### src/rtl/demux_32_bit_reg.sv
// ---------------------------------------------------------------------------
// demux_32_bit_reg
// Registered 1:2 demultiplexer. One source word is steered by `select` into
// one of two single-entry output registers, each with its own valid/ready
// handshake so the two consumers can stall independently.
//
// Optional build macro: DEMUX_32_BIT_STATS_EN
//   When defined, adds 16-bit accept counters count_0 / count_1 (wrapping).
//
// Ports:
//   clk          in   clock, rising edge
//   rst          in   asynchronous active-low reset
//   in           in   source data word (WIDTH)
//   in_valid     in   source word present
//   select       in   0 -> channel 0, 1 -> channel 1
//   in_ready     out  selected channel can take a word this cycle
//   out_0        out  channel 0 data register (WIDTH)
//   out_0_valid  out  channel 0 holds an undelivered word
//   out_0_ready  in   channel 0 consumer accepts
//   out_1        out  channel 1 data register (WIDTH)
//   out_1_valid  out  channel 1 holds an undelivered word
//   out_1_ready  in   channel 1 consumer accepts
//   count_0/1    out  accept counters (DEMUX_32_BIT_STATS_EN only)
// ---------------------------------------------------------------------------
module demux_32_bit_reg #(
    parameter int WIDTH = 32
) (
    input  logic             clk,
    input  logic             rst,
    input  logic [WIDTH-1:0] in,
    input  logic             in_valid,
    input  logic             select,
    output logic             in_ready,
    output logic [WIDTH-1:0] out_0,
    output logic             out_0_valid,
    input  logic             out_0_ready,
    output logic [WIDTH-1:0] out_1,
    output logic             out_1_valid,
    input  logic             out_1_ready
`ifdef DEMUX_32_BIT_STATS_EN
    ,
    output logic [15:0]      count_0,
    output logic [15:0]      count_1
`endif
);

    logic [WIDTH-1:0] r_data_0;
    logic [WIDTH-1:0] r_data_1;
    logic             r_valid_0;
    logic             r_valid_1;

    logic w_room_0;
    logic w_room_1;
    logic w_acc_0;
    logic w_acc_1;
    logic w_dlv_0;
    logic w_dlv_1;

    // A channel has room when empty or when its word leaves on this edge,
    // which gives back-to-back throughput without a bubble.
    assign w_room_0 = !r_valid_0 || out_0_ready;
    assign w_room_1 = !r_valid_1 || out_1_ready;

    assign in_ready = select ? w_room_1 : w_room_0;

    assign w_acc_0 = in_valid && !select && w_room_0;
    assign w_acc_1 = in_valid &&  select && w_room_1;
    assign w_dlv_0 = r_valid_0 && out_0_ready;
    assign w_dlv_1 = r_valid_1 && out_1_ready;

    // Accept takes priority over deliver so a same-edge refill keeps valid high.
    always_ff @(posedge clk or negedge rst) begin
        if (!rst) begin
            r_data_0  <= '0;
            r_valid_0 <= 1'b0;
        end else if (w_acc_0) begin
            r_data_0  <= in;
            r_valid_0 <= 1'b1;
        end else if (w_dlv_0) begin
            r_valid_0 <= 1'b0;
        end
    end

    always_ff @(posedge clk or negedge rst) begin
        if (!rst) begin
            r_data_1  <= '0;
            r_valid_1 <= 1'b0;
        end else if (w_acc_1) begin
            r_data_1  <= in;
            r_valid_1 <= 1'b1;
        end else if (w_dlv_1) begin
            r_valid_1 <= 1'b0;
        end
    end

    assign out_0       = r_data_0;
    assign out_1       = r_data_1;
    assign out_0_valid = r_valid_0;
    assign out_1_valid = r_valid_1;

`ifdef DEMUX_32_BIT_STATS_EN
    logic [15:0] r_count_0;
    logic [15:0] r_count_1;

    // Counters wrap naturally at 16 bits.
    always_ff @(posedge clk or negedge rst) begin
        if (!rst) begin
            r_count_0 <= '0;
            r_count_1 <= '0;
        end else begin
            if (w_acc_0) r_count_0 <= r_count_0 + 16'd1;
            if (w_acc_1) r_count_1 <= r_count_1 + 16'd1;
        end
    end

    assign count_0 = r_count_0;
    assign count_1 = r_count_1;
`endif

endmodule

### config.mk
export PLATFORM = sky130hd
export DESIGN_NAME = demux_32_bit_reg
export DESIGN_NICKNAME = d
export VERILOG_FILES = /design/src/rtl/demux_32_bit_reg.sv
export SDC_FILE = /design/constraint.sdc
export NUM_CORES = 1
export LEC_CHECK = 0
export ABC_AREA = 1
export CELL_PAD_IN_SITES_DETAIL_PLACEMENT = 1
export CELL_PAD_IN_SITES_GLOBAL_PLACEMENT = 2
export CORE_MARGIN = 4
export CORE_UTILIZATION = 24
export CTS_BUF_LIST = sky130_fd_sc_hd__clkbuf_8 sky130_fd_sc_hd__clkbuf_16
export CTS_CLUSTER_DIAMETER = 30
export DETAILED_ROUTE_END_ITERATION = 7
export PLACE_DENSITY_LB_ADDON = 0.12
export SYNTH_ARGS = -nofsm -noshare
export SYNTH_HDL_FRONTEND = slang
export SYNTH_SLANG_ARGS = --single-unit
export TNS_END_PERCENT = 1
### constraint.sdc
create_clock -name clk -period 1.3 [get_ports clk]
set_clock_uncertainty 0.15 [all_clocks]
set_input_delay 0.13 -clock clk [delete_from_list [all_inputs] [get_ports clk]]
set_output_delay 0.13 -clock clk [all_outputs]
set_load 0.05 [all_outputs]
# Word level (Yosys, flattened, before mapping)
# Index checks and enable logic that the tools add are counted.
# word_totals
out_inout_bits	67
regBits	66
elab_cells	22
# classes
n_reduce_logical	13
mux	5
# ops
operator	n
logical AND 1 bit	6
two-way mux 1 bit	5
nonzero test 2 bit	2
zero test 1 bit	3
logical OR 1 bit	2

# Depth between registers and ports, before layout
# Gate-level depths: netlist (run 1).
# logic_depth
depth_word	4
depth_mapped	6
mapped_depth_nobuf	5

# Worst setup path before layout (run 1)
# OpenSTA, ideal clock, no wires.
# synth_path
path_type	register to output
from	reg r_valid_0 (netlist: out_0_valid)
to	out in_ready
n_path_buf	0
path_stages_with_launch	3
arrival_time_ns	1.238
setup_slack_ns	-0.218
path_cell_list	dfrtp_1 nand2_1 o21a_1
# synth_via
elab_chain_len	3
# synth_lines
element	line_no	text
start: declaration	49	logic r_valid_0;
start signal: assignment	75	r_valid_0 <= 1'b0;
start signal: assignment	78	r_valid_0 <= 1'b1;
start signal: assignment	80	r_valid_0 <= 1'b0;
zero test 1 bit	61	assign w_room_0 = !r_valid_0 || out_0_ready;
logical OR 1 bit	61	
two-way mux 1 bit	64	assign in_ready = select ? w_room_1 : w_room_0;
end: declaration	33	output logic in_ready,
# Every way passes these cells.

# Worst setup path after layout (run 1)
# layout_path
from	reg r_valid_1 (netlist: out_1_valid)
to	out in_ready
# layout_via
elab_chain_len	3
# layout_lines
element	line_no	text
start: declaration	50	logic r_valid_1;
start signal: assignment	87	r_valid_1 <= 1'b0;
start signal: assignment	90	r_valid_1 <= 1'b1;
start signal: assignment	92	r_valid_1 <= 1'b0;
zero test 1 bit	62	assign w_room_1 = !r_valid_1 || out_1_ready;
logical OR 1 bit	62	
two-way mux 1 bit	64	
# Every way passes these cells.

==> results of run 1 <==
power groups by stage:
stage	Clock [mW]	Sequential, mW	Combinational [mW]
3_3_place_gp	0	2.79	3.21
2_1_floorplan	0	3.70	0.385
4_1_cts	1.49	2.76	3.27
5_1_grt	1.58	2.79	3.39
3_5_place_dp	0	2.79	3.24
6_report	1.41	2.74	3.23
logic make-up after synthesis:
logic type | count (synthesis) | synth area share (%)
and+or+nand+nor | 201 | 32.34
AOI/OAI and AO/OA | 1 | 0.2838
buffers and inverters | 22 | 4.964
DFF | 66 | 62.41
how the worst max path moves through the flow:
stage / start / end / cells after the start
2_1_floorplan: out_1_valid / out_1[10] / 5
5_1_grt: out_1_valid / in_ready / 4
3_3_place_gp: out_1_ready / out_1[9] / 7
6_report: out_1_valid / in_ready / 4
3_5_place_dp: select / out_1[6] / 7
4_1_cts: out_1_valid / in_ready / 4
what timing repair did:
item                                    4_1_cts  5_1_grt
hold buffers                                  1        0
endpoints found under the hold margin        66        0
pin swaps                                     2        0
resized for setup                             5        2
setup buffers                                 3        0
endpoints found under the setup margin       21       68
through the flow:
step | setup slack [ps] | hold slack (ps)
floorplan | -19.12 | -315.6
global placement | -226.3 | 20.79
detailed placement | -262.5 | 13.92
CTS | -195.8 | 187.7
global route | -221.0 | 21.65
finish | -176.1 | 6.506
layout by cell type, fill, tap and decap left out, drive strengths merged:
master and count:
buf 90, clkdlybuf4s50 35, inv 6, nand2 135
dlymetal6s2s 1, nand3 65, clkinv 4, dlygate4sd3 1
dfrtp 66, o21a 1, clkbuf 9, nor2 1
layout make-up:
class                   instances  area (um2)
well taps                     140       175.2
clock buffers                   9       123.9
fillers                      1180        5929
repair buffers                127        1986
flip-flops and latches         66        1654
clock inverters                 6       27.53
multi-input cells             202       882.1
inverters                       4       15.01
critical path: cells and delay by family (launching register included):
kind / cells / cell delay (ps)
simple gates: 1 / 40
flops: 1 / 410
compound gates: 1 / 150
buf+inv: 2 / 260
registers in the layout, indices dropped and copies added (netlist names):
name and flops:
out_1_valid 1, out_0_valid 1, out_0 32, out_1 32
routing by layer:
layer	track usage [%]	up-vias
met5	0	-
li1	-	1163
met3	4.492	9
met4	4.968	0
met2	24.41	72
met1	19.54	1181
==> metrics, run 1 <==
Avg Vias per Cell 4.377; number of synthesized flops with an enable pin 0; Nets 448; min-delay worst type input pin to flop; Relative slew margins 75.87%; P_leak 2.413 nW; max layer used met4; maximum fanout along the worst path 2; vias 2,425; CTS tree built; non-filler cells, final 554; clk buf depth 2; Clock H-tree levels 3; die area 12,770 um2; slowest CP cell dfrtp_2; Core Util, Final 45.06%; Mean Syn Cell Area 9.125 um2; area grow syn2layout 83.78%; violated checks negative setup slack; Final min period 1476 ps; Total Routed Length 8.957 mm; Most used DFF post-synth dfrtp_1; Ports 105; met3 wire length 542 um; DP Cell Count 535; PwrDens 1518 nW/um2; first-pass GRT wire length 15.08 mm; r2r setup slk -10 ps; WP data required 1020 ps; Clock Sinks 66; Cell Chain, Critical Path buf_6, nand3_2, o21a_2, buf_12; M1 WL 3.912 mm; synth warn 0; placed cell area 4651 um2; Inserted Clock Buffers 9; Critical Path End Type primary output; WHS Endpoint out_1_valid; r2r endpoint out_1[0]; die height 113.0 um; RSZ-0062 raised after global routing yes; Area contributors post-synth dfrtp_1, nand2_1, nand3_1; Max Cap Violations 0; final antenna-violating net count 0; port bufs 104; setup ws final -176.1 ps; Iter 0 DRT Violations 82; Clock Power Share 19.1%; VDD IR-drop max 0.0007162 V; core area 10,790 um2; hpwl dp 6.352 mm; global-route total usage across every layer 15.15%; initial antenna violation count 0; FP Rows 38; data arrival time of the worst path 1200 ps; P_sw 2.824 mW; Max stage delay on crit path 410 ps; Startpoint Class flop; Fmax 0.6775 GHz; period utilization 113.5%; clk_lat worst skew 330 ps; hold depth 3; Initial Utilization 24.52%; Final setup violation count 10; share of layout cells above drive strength 1 27.29%; Root Buffer clkbuf_8; Syn Nets 328; worst slew pin tran 362.0 ps; worst-case reg-to-reg path depth 5; drt drc 0; final hold vios 0; instance count of the mapped netlist 290; GPL Wtd Cong 0.7722; reg-to-reg startpoint out_1_valid; Net Sw Frac 38.24%; setup TNS -370.4 ps; most frequent cell after synthesis nand2_1; Clock transition at path regs 70 ps; Int Power 4.561 mW; pin count of the biggest net entering global routing 67; Design Power 7.385 mW; most frequent cells after synthesis nand2_1, dfrtp_1, nand3_1; part of the power in registers 37.2%; drt wl/cell 16.17 um; vias in the first global route 2,743; GR Overflow Total 0; synth unique cells 12; Yosys reg bits 66; drt pass-1 iters 6; share of flip-flops with an asynchronous set or reset 100.0%; status finished, violations left; Comb power frac 43.7%; met2 wire length 4.394 mm; Synth Cell Area 2646 um2; HP Start select; Synth top area share 62.41%; crit path kind flop to primary output; final instance area 4863 um2; Seq/Total Area, Yosys 62.41%; cell taking the most area after synthesis dfrtp_1; Antenna Cells 0; Final Max Slew Viols 0; Die Wd 113.0 um
(Power assumes the default switching activity.)
==> run 2, diff against run 1 <==
--- a/config.mk
+++ b/config.mk
@@ -8,11 +8,13 @@
 export ABC_AREA = 1
 export CELL_PAD_IN_SITES_DETAIL_PLACEMENT = 1
 export CELL_PAD_IN_SITES_GLOBAL_PLACEMENT = 2
+export CORE_ASPECT_RATIO = 1.75
 export CORE_MARGIN = 4
 export CORE_UTILIZATION = 24
 export CTS_BUF_LIST = sky130_fd_sc_hd__clkbuf_8 sky130_fd_sc_hd__clkbuf_16
 export CTS_CLUSTER_DIAMETER = 30
 export DETAILED_ROUTE_END_ITERATION = 7
+export GPL_ROUTABILITY_DRIVEN = 0
 export PLACE_DENSITY_LB_ADDON = 0.12
 export SYNTH_ARGS = -nofsm -noshare
 export SYNTH_HDL_FRONTEND = slang
==> run 2 against run 1 <==
  * The flow still finishes with violations (negative setup slack)
  * First-iteration DRC count down 12%
  * Utilization up 0.52 points
  * Clock power up 61%
  * Critical path type unchanged
==> metrics, run 2 (synthesis gave the netlist of run 1 again) <==
status finished, violations left (unchanged); violated checks negative setup slack (unchanged); Final min period 1393 ps (was 1476 ps); pre-CTS setup slack -307.4 ps (was -262.5 ps); Root Buffer clkbuf_16 (was clkbuf_8); most frequent cells in the layout nand2_1, buf_12, nand3_1, dfrtp_1, clkdlybuf4s50_1 (unchanged); Startpoint Class flop (unchanged); hpwl dp 6.649 mm (was 6.352 mm); VDD IR-drop max 0.0007682 V (was 0.0007162 V); Final Max Slew Viols 0 (unchanged); Avg Vias per Cell 4.485 (was 4.377); drt wl/cell 16.86 um (was 16.17 um); Ports 105 (unchanged); vias in the first global route 2,688 (was 2,743); CTS tree built (unchanged); setup ws final -92.52 ps (was -176.1 ps); pin count of the biggest net entering global routing 67 (unchanged); vias 2,431 (was 2,425); Die Wd 87.38 um (was 113.0 um); clk buf depth 2 (unchanged); multi-input logic area 902.1 um2 (was 882.1 um2); Total Routed Length 9.136 mm (was 8.957 mm); first-pass GRT wire length 15.11 mm (was 15.08 mm); Critical Path End Type primary output (unchanged); Clock transition at path regs 50 ps (was 70 ps); Initial Utilization 24.59% (was 24.52%); FP Rows 50 (was 38); Clock H-tree levels 3 (unchanged); drt drc 0 (unchanged); global-route total usage across every layer 15.55% (was 15.15%); Inserted Clock Buffers 9 (unchanged); placed cell area 4543 um2 (was 4651 um2); Fmax 0.7181 GHz (was 0.6775 GHz); PwrDens 1676 nW/um2 (was 1518 nW/um2); Nets 445 (was 448); Antenna Cells 0 (unchanged); area grow syn2layout 85.34% (was 83.78%); Int Power 5.308 mW (was 4.561 mW); Clock Power Share 27.6% (was 19.1%); WP data required 1020 ps (about the same); FF+latch area 1654 um2 (unchanged); Max Cap Violations 0 (unchanged); crit path kind flop to primary output (unchanged); clk_lat worst skew 320 ps (was 330 ps); Comb power frac 39.0% (was 43.7%); initial antenna violation count 0 (unchanged); data arrival time of the worst path 1110 ps (was 1200 ps); die height 146.9 um (was 113.0 um); Iter 0 DRT Violations 72 (was 82); core area 10,760 um2 (was 10,790 um2); drt pass-1 iters 4 (was 6); final antenna-violating net count 0 (unchanged); part of the power in registers 33.4% (was 37.2%); final instance area 4905 um2 (was 4863 um2); maximum fanout along the worst path 2 (unchanged); Hold WS 128.9 ps (was 6.506 ps); die area 12,840 um2 (was 12,770 um2); Relative slew margins 75.24% (was 75.87%); commonest non-fill, non-tap cell in the layout nand2_1 (unchanged); worst slew pin tran 371.4 ps (was 362.0 ps); final hold vios 0 (unchanged); period utilization 107.1% (was 113.5%); Clock Sinks 66 (unchanged); port bufs 104 (unchanged); min-delay worst type input pin to flop (unchanged); share of layout cells above drive strength 1 27.43% (was 27.29%); Fill cells 1,170 (was 1,180); GR Overflow Total 0 (unchanged); setup TNS -123.8 ps (was -370.4 ps); Net Sw Frac 35.44% (was 38.24%); P_leak 2.429 nW (was 2.413 nW); Final setup violation count 3 (was 10); RSZ-0062 raised after global routing yes (unchanged); P_sw 2.914 mW (was 2.824 mW)
[run 2: cell count changes in the layout (fill, tap and decap cells not counted), sizes merged]
cell	delta
clkinv	-2
buf	-3
dlygate4sd2	+1
dlymetal6s2s	-1
clkbuf	+3
[run 2: metal layers]
metal	global-route usage, %	wire length (um)	share of wire [%]
met1	17.95	3487	38
met2	26.96	4953	54
met3	4.040	549	6.0
met4	5.760	145	1.6
met5	0	0	0
[run 2: power by group through the flow]
| stage | Clock (mW) | Combinational, mW | Sequential [mW] |
|---|---|---|---|
| final | 2.27 | 3.21 | 2.74 |
| after detailed placement | 0 | 3.22 | 2.78 |
| after global placement | 0 | 3.19 | 2.78 |
| after CTS | 2.37 | 3.25 | 2.75 |
| after global routing | 2.45 | 3.37 | 2.80 |
| after floorplan | 0 | 0.385 | 3.70 |
[run 2: metrics by stage]
step	utilization [%]	total power, mW	instances
after floorplan	-	4.085	290
after global placement	42.22	5.972	521
after detailed placement	42.22	6.000	521
after CTS	45.40	8.372	541
after global routing	45.58	8.614	542
final	45.58	8.222	542
[run 2: timing repair]
action | 4_1_cts | 5_1_grt
hold buffers | 1 | 0
endpoints found under the hold margin | 66 | 0
buffers inserted | 3 | 1
setup endpoints to repair | 33 | 31
pin swaps | 1 | 0
resized for setup | 6 | 3
[run 2: final timing paths]
check / from / endpoint / slack [ps] / cells after the start
setup / recovery: out_0_valid / in_ready / -90 / 3
max in group asynchronous: rst / out_0_valid / 460 / 3
hold reg to reg: out_0[23] / out_0[23] / 380 / 2
hold / removal: select / out_1_valid / 130 / 3
min in group asynchronous: rst / out_0[17] / 220 / 3
setup reg to reg: out_1_valid / out_1[4] / 20 / 5
[run 2: cell type report]
cell class | instances | area share [%]
Timing Repair Buffer | 124 | 38.47
Tap cell | 130 | 3.316
Sequential cell | 66 | 33.72
Inverter | 4 | 0.3061
Clock buffer | 12 | 5.434
Multi-Input combinational cell | 202 | 18.39
Clock inverter | 4 | 0.3571
[run 2: critical path: stages, from the launching register on]
cell and delay, ps:
dfrtp_2 400, nand2_4 50, o21a_4 200, buf_12 140
